[src/rtl/fpu_issue_scoreboard.sv]
// rtl/fpu_issue_scoreboard.sv - RAW-hazard issue gate for the FPU with per-register writeback countdowns
// A register stays busy from its writer's issue edge until its register-file write edge.
module fpu_issue_scoreboard #(
  parameter int NREG       = 32,
  parameter int WB_LATENCY = 5,
  parameter int CNT_W      = 3
) (
  input  logic            clk,
  input  logic            rst_n,
  input  logic            in_valid,
  input  logic [4:0]      in_rs1,
  input  logic [4:0]      in_rs2,
  input  logic [4:0]      in_rd,
  input  logic            in_use_rs1,
  input  logic            in_use_rs2,
  input  logic            in_write_rd,
  input  logic            ext_stall,
  output logic            issue,
  output logic            hazard_stall,
  output logic [NREG-1:0] busy_mask,
  output logic [31:0]     stall_count
);

  localparam logic [CNT_W-1:0] LOAD_VAL = CNT_W'(WB_LATENCY);

  logic [CNT_W-1:0] cnt [NREG];
  logic             hazard;
  logic             load;

  always_comb begin
    hazard       = (in_use_rs1 && cnt[in_rs1] != '0) ||
                   (in_use_rs2 && cnt[in_rs2] != '0);
    hazard_stall = in_valid && hazard;
    issue        = in_valid && !hazard && !ext_stall;
    load         = issue && in_write_rd;
  end

  // Counters free-run under ext_stall because the FPU pipeline never stops.
  for (genvar i = 0; i < NREG; i++) begin : g_cnt
    logic [CNT_W-1:0] cnt_q;

    always_ff @(posedge clk or negedge rst_n) begin
      if (!rst_n) begin
        cnt_q <= '0;
      end else if (load && in_rd == 5'(i)) begin
        cnt_q <= LOAD_VAL;
      end else if (cnt_q != '0) begin
        cnt_q <= cnt_q - 1'b1;
      end
    end

    assign cnt[i]       = cnt_q;
    assign busy_mask[i] = |cnt_q;
  end

  always_ff @(posedge clk or negedge rst_n) begin
    if (!rst_n) begin
      stall_count <= '0;
    end else if (hazard_stall) begin
      stall_count <= stall_count + 32'd1;
    end
  end

endmodule

[config.mk]
export PLATFORM = sky130hd
export DESIGN_NAME = fpu_issue_scoreboard
export DESIGN_NICKNAME = d
export VERILOG_FILES = /design/src/rtl/fpu_issue_scoreboard.sv
export SDC_FILE = /design/constraint.sdc
export NUM_CORES = 1
export LEC_CHECK = 0
export ABC_AREA = 1
export BUFFER_PORTS_ARGS = -buffer_cell sky130_fd_sc_hd__buf_2
export CAP_MARGIN = 20
export CORE_MARGIN = 1
export CORE_UTILIZATION = 50
export CTS_BUF_LIST = sky130_fd_sc_hd__clkbuf_4 sky130_fd_sc_hd__clkbuf_8 sky130_fd_sc_hd__clkbuf_16
export CTS_CLUSTER_SIZE = 16
export DETAILED_ROUTE_END_ITERATION = 7
export HOLD_SLACK_MARGIN = 0.12
export PLACE_DENSITY_LB_ADDON = 0.3
export SYNTH_ARGS = -nofsm -noshare
export SYNTH_HDL_FRONTEND = slang
export SYNTH_SLANG_ARGS = --single-unit
[constraint.sdc]
create_clock -name clk -period 2.06 [get_ports clk]
set_clock_uncertainty 0.05 [all_clocks]
set_input_delay 0.206 -clock clk [delete_from_list [all_inputs] [get_ports clk]]
set_output_delay 0.206 -clock clk [all_outputs]
set_load 0.1 [all_outputs]
* Yosys cells after proc, flatten, opt, wreduce, memory -nomap -nowiden
Index checks and enable logic that the tools add are counted.
Word-level totals: register bits after elaboration 128, output and inout port bits 66
Cells by class: $add $sub $neg 33, multiplexer cells 70, order comparisons 2, bitwise gates (word level) 2, reductions and logical operators 140, equality and inequality tests 31
Operators with widths (count):
- $mux W3 | 68
- $reduce_bool A3 Y1 | 34
- $reduce_or A3 Y1 | 32
- $sub A3 B1 Y3 const B | 32
- $eq A5 B5 Y1 const B | 16
- $reduce_bool A2 Y1 | 32
- $eq A5 B4 Y1 const B | 8
- $logic_and A1 B1 Y1 | 38
- $add A32 B1 Y32 const B | 1
- $bmux W3 S5 | 2
- $eq A5 B3 Y1 const B | 4
- $ge A6 B6 Y1 const B | 2
- $not A5 Y6 | 2
- $eq A5 B2 Y1 const B | 2
- $eq A5 B1 Y1 const B | 1
- $logic_not A5 Y1 | 1
- $logic_not A1 Y1 | 2
- $logic_or A1 B1 Y1 | 1

* Longest topological paths before layout
depth in word-level cells 13, gate-level depth with buffers 17, gate-level depth less buffers 15

* Worst setup path before layout
Ideal clock, no wire load.
path kind reg2reg, from reg stall_count[1], to reg stall_count[30], setup time 0.125 ns, clock period less this slack 2.483 ns, path buffers 0, data arrival time 2.309 ns, stages on the path, launching flop included 12, path slack -0.423 ns, path through dfrtp_1 ha_1 inv_1 nor3_1 inv_1 nor2_1 inv_1 nor2_1 nand2_1 xor2_1 nand2_1 o21ai_1
Between the ends: longest elaborated chain between the ends 1
RTL lines:
- start, declared | line 21 | output logic [31:0] stall_count
- start signal, assigned | line 60 | stall_count <= stall_count + 32'd1;
- $add A32 B1 Y32 | line 60
No other way between the ends. A chain may end at the register's enable or synchronous reset.

* Worst setup path after layout
from reg g_cnt[9].cnt_q[1], to out issue
Between the ends: longest elaborated chain between the ends 9, elaborated cells on any way between the ends 14, classes of those cells 6 x mux; 8 x reduce/logical
RTL lines:
- start, declared | line 40 | logic [CNT_W-1:0] cnt_q;
- start signal, assigned | line 48 | cnt_q <= cnt_q - 1'b1;
- $bmux W3 S5, on equally long branches | line 31, 32
- $mux W3, on equally long branches (2 in a row) | line 31, 32
- $reduce_bool A3 Y1, on equally long branches | line 31, 32
- $logic_and A1 B1 Y1, on equally long branches | line 31, 32
- $logic_or A1 B1 Y1 * | line 31 | hazard = (in_use_rs1 && cnt[in_rs1] != '0) ||
- $logic_not A1 Y1 * | line 34 | issue = in_valid && !hazard && !ext_stall;
- $logic_and A1 B1 Y1 * (2 in a row) | line 34
- end, declared | line 18 | output logic issue,
Mark *: on every way between the ends. The rest lies on a longest branch, timed or not. The select of a mux whose other input is x is not followed.

==> out/results.tsv <==
stage	metric	value	unit
route	routed_wirelength	25900	µm
logic_synthesis	count_of_flip_flops_with_a_built_in_enable_after_synthesis	0	
pwr	p_leak	5.82	nW
die	die_height	136	µm
critical_path	crit_path_end_kind	output port	
logic_synthesis	yosysWarnings	0	
die	die_area	0.0185	mm²
die	row_count	48	
run_status	run_status	complete, but fails checks	
pwr	total_power	0.0188	W
die	core_area	0.0174	mm²
sta	worst_hold_slack	177	ps
global_routing	groute.usage.overall	28.2	%
sta	max_freq	403	MHz
cts	cts_htree_levels	4	
cts	clockRootBuffer	sky130_fd_sc_hd__clkbuf_16	
final_layout	diodes	0	
final_layout	design.final.nets	1502	
place	io_buffer_count	87	
critical_path	start_kind	flop	
route	drt.antenna.violating_nets	0	
place	post-place-cells	1600	
run_status	failed_checks	negative setup slack	
global_routing	first_pass_grt_wire_length	40100	µm
final_layout	sequential_cell_area	0.00324	mm²
sta	timing.final.setup_violations	67	
cts	cts_buffers	17	
place	placed_cell_area	0.0101	mm²
sta	timing_hold_violations_final	0	
pwr	ir_drop	1.39	mV
logic_synthesis	post_synth_main_area_contributors	sky130_fd_sc_hd__dfrtp_1, sky130_fd_sc_hd__nand2_1, sky130_fd_sc_hd__ha_1	
cts	tritoncts	built	
sta	slew_limit_headroom	65.6	%
logic_synthesis	ys_dominant_reg_cell	sky130_fd_sc_hd__dfrtp_1	
die	floorplan.io_pins	88	
place	place_hpwl	18000	µm
sta	slew_at_the_pin_with_the_worst_max_slew_slack	519	ps
die	die_w	136	µm
logic_synthesis	synth_area	0.00899	mm²
logic_synthesis	portion_of_the_post_synthesis_area_used_by_sequential_elements	35.6	%
route	drt_iter0_markers	676	
critical_path	worst_ep_required_time	1800	ps
die	starting_utilization_of_the_core_area	51.6	%
place	finalWeightedCongestion	0.938	
logic_synthesis	synth.ff_latch_count	128	
global_routing	grt_max_degree	38	
sta	setup-tns-final	-3680	ps
job	maxcap_violations	0	
final_layout	multiInputGateArea	0.00522	mm²
critical_path	path_class	flop to output port	
route	route.detailed.wl_per_inst	15.7	µm
logic_synthesis	yosysTopAreaCellShare	35.6	%
global_routing	global_route.overflow_total	0	
critical_path	arrival	2230	ps
sta	timing.final.crit_period	2480	ps
logic_synthesis	yosysTopAreaCell	sky130_fd_sc_hd__dfrtp_1	
pwr	power-per-cell-area	1650	mW/mm²
logic_synthesis	synth_cells	1268	
cts	maximum_clock_path_buffer_count	2	
logic_synthesis	synth_async_sr_flop_share	100	%
sta	report.final.slew_viol_count	0	
route	detail_route.vias_per_cell	5.28	
critical_path	r2r_slack	-180	ps
critical_path	timing.critical_path.fanout_max	3	
sta	worst_slack	-424	ps
final_layout	fin_cells	1653	
route	drt_first_pass_iters	7	
final_layout	layout-area-overhead-vs-synth	27.0	%
logic_synthesis	synth.distinct_cells	28	
logic_synthesis	avgSynthCellArea	7.09	µm²
logic_synthesis	leading_cell_types_by_count_after_synthesis	sky130_fd_sc_hd__nand2_1, sky130_fd_sc_hd__inv_1, sky130_fd_sc_hd__nor2_1, sky130_fd_sc_hd__dfrtp_1, sky130_fd_sc_hd__nand3_1	
global_routing	vias_in_the_first_global_route	8186	
final_layout	fillers	1490	
logic_synthesis	syn_nets	1355	
cts	numClockSinks	128	
route	route.vias.total	8734	
logic_synthesis	most_instantiated_library_cell_after_synthesis	sky130_fd_sc_hd__nand2_1	
sta	unrepaired_setup_endpoints_after_global_routing	yes	
sta	final_period_util	121	%
route	remaining_routing_drc_violations	0	
cts	worstSkewPairLatency	450	ps
final_layout	design_area	0.0114	mm²
global_routing	grt_antenna_before_repair	0	
final_layout	final_layout_size_suffix_gt1_share	22.9	%
min_path	min_path_type	input port to flop	
cts	path_clk_slew	60	ps
-- cell families (layout without fill, tap and decap cells) --
kind of cell / Yosys count / in the layout / synth area share (%)
adder cells (fa/ha/maj): 65 / 65 / 9.05
flip-flops: 128 / 128 / 35.6
buffers and inverters: 231 / 391 / 10.6
multiplexers: 9 / 9 / 1.00
AND/OR/NAND/NOR: 667 / 667 / 30.8
XOR/XNOR: 84 / 84 / 8.18
AO/OA/AOI/OAI: 84 / 84 / 4.80
-- cell usage in the layout, fill, tap and decap left out, types with 2 or more instances in the layout --
cell                         synthesis  final
sky130_fd_sc_hd__nor3_1             28     27
sky130_fd_sc_hd__nor3b_1             2      2
sky130_fd_sc_hd__xnor2_1            11     11
sky130_fd_sc_hd__clkbuf_4            0     18
sky130_fd_sc_hd__nand2_1           344    329
sky130_fd_sc_hd__bufinv_16           0      4
sky130_fd_sc_hd__clkbuf_8            0      3
sky130_fd_sc_hd__buf_2              12     67
sky130_fd_sc_hd__inv_2               3     25
sky130_fd_sc_hd__nor2_4              1     12
sky130_fd_sc_hd__dfrtp_1           128    101
sky130_fd_sc_hd__dfrtp_2             0     24
sky130_fd_sc_hd__nand3_4             0      8
sky130_fd_sc_hd__nor2_2              0     26
sky130_fd_sc_hd__dfrtp_4             0      3
sky130_fd_sc_hd__o21ai_2             0      4
sky130_fd_sc_hd__o21ai_0            56     47
sky130_fd_sc_hd__ha_1               65     65
sky130_fd_sc_hd__clkinvlp_4          0      3
sky130_fd_sc_hd__nand3_1           120    102
sky130_fd_sc_hd__buf_12              0     12
sky130_fd_sc_hd__nor4_1              5      5
sky130_fd_sc_hd__nand2_2             1     15
sky130_fd_sc_hd__nor2_1            152    115
sky130_fd_sc_hd__clkbuf_16           0     20
sky130_fd_sc_hd__a21oi_1            19     17
sky130_fd_sc_hd__nand3_2             2     12
sky130_fd_sc_hd__o21ai_1             8     13
sky130_fd_sc_hd__xor2_1             73     72
sky130_fd_sc_hd__buf_6               5      8
sky130_fd_sc_hd__a21oi_2             0      2
sky130_fd_sc_hd__inv_1             196    174
sky130_fd_sc_hd__nand4_1            11     11
sky130_fd_sc_hd__buf_4               7     52
sky130_fd_sc_hd__mux2i_1             9      9
-- per-stage QoR --
step,utilization [%],setup slack [ps]
6_report,65.5,-424
5_1_grt,65.5,-524
3_5_place_dp,57.9,-52.0
2_1_floorplan,-,-20.2
4_1_cts,62.2,-337
3_3_place_gp,57.9,-16.2
-- power breakdown --
| group | total (W) | internal [W] | switching (W) |
|---|---|---|---|
| combinational | 0.0108 | 0.00328 | 0.00753 |
| sequential | 0.00469 | 0.00376 | 0.000923 |
| clock | 0.00333 | 0.00216 | 0.00117 |
| total | 0.0188 | 0.00921 | 0.00962 |
-- routing by layer --
metal  wire, µm  vias up  GRT usage [%]  share of wire, %
met3       1810       66           5.74               7.0
met4       1090        0           14.3               4.2
met2      12200      311           45.3                47
met1      10900     4121           35.9                42
li1           -     4236              -                 -
met5          0        -              0                 0
-- cell type report --
| class | instances | area share, % |
|---|---|---|
| multi-input cells | 909 | 45.7 |
| flip-flops and latches | 128 | 28.4 |
| repair buffers | 159 | 11.1 |
| inverters | 200 | 6.60 |
| clock buffers | 23 | 4.29 |
| well taps | 225 | 2.47 |
| clock inverters | 9 | 1.37 |
-- state kept, by name, summed over array words and instances, names as in the netlist --
register,cells
stall_count,32
g_cnt.cnt_q,96
-- critical path: stages (launching register included) --
cell,delay [ps]
sky130_fd_sc_hd__dfrtp_1,410
sky130_fd_sc_hd__nor2_2,160
sky130_fd_sc_hd__nand2_2,80
sky130_fd_sc_hd__a21oi_2,160
sky130_fd_sc_hd__nand2_1,70
sky130_fd_sc_hd__nand2_1,70
sky130_fd_sc_hd__nand2_1,60
sky130_fd_sc_hd__nand3_2,70
sky130_fd_sc_hd__nand3_2,80
sky130_fd_sc_hd__nand3_4,130
sky130_fd_sc_hd__nand2_4,70
sky130_fd_sc_hd__nor2_4,130
sky130_fd_sc_hd__buf_6,120
sky130_fd_sc_hd__buf_12,160
-- repair_timing --
item                       in CTS  in global routing
setup endpoints to repair      10                145
gates cloned                    0                  4
hold buffers                    1                  0
hold endpoints to repair      128                  0
buffers inserted                5                 13
pin swaps                       3                 22
gates resized for setup        21                141
-- path summary, 6_finish.rpt --
check | startpoint | to | depth (start not counted)
min in group asynchronous | rst_n | g_cnt[7].cnt_q[1] | 2
hold / removal | in_valid | stall_count[0] | 4
hold reg to reg | g_cnt[5].cnt_q[2] | g_cnt[5].cnt_q[2] | 2
max in group asynchronous | rst_n | g_cnt[28].cnt_q[0] | 3
setup / recovery | g_cnt[9].cnt_q[1] | issue | 13
setup reg to reg | g_cnt[9].cnt_q[1] | g_cnt[1].cnt_q[0] | 17
No activity file was read; power rests on OpenSTA's default activity.
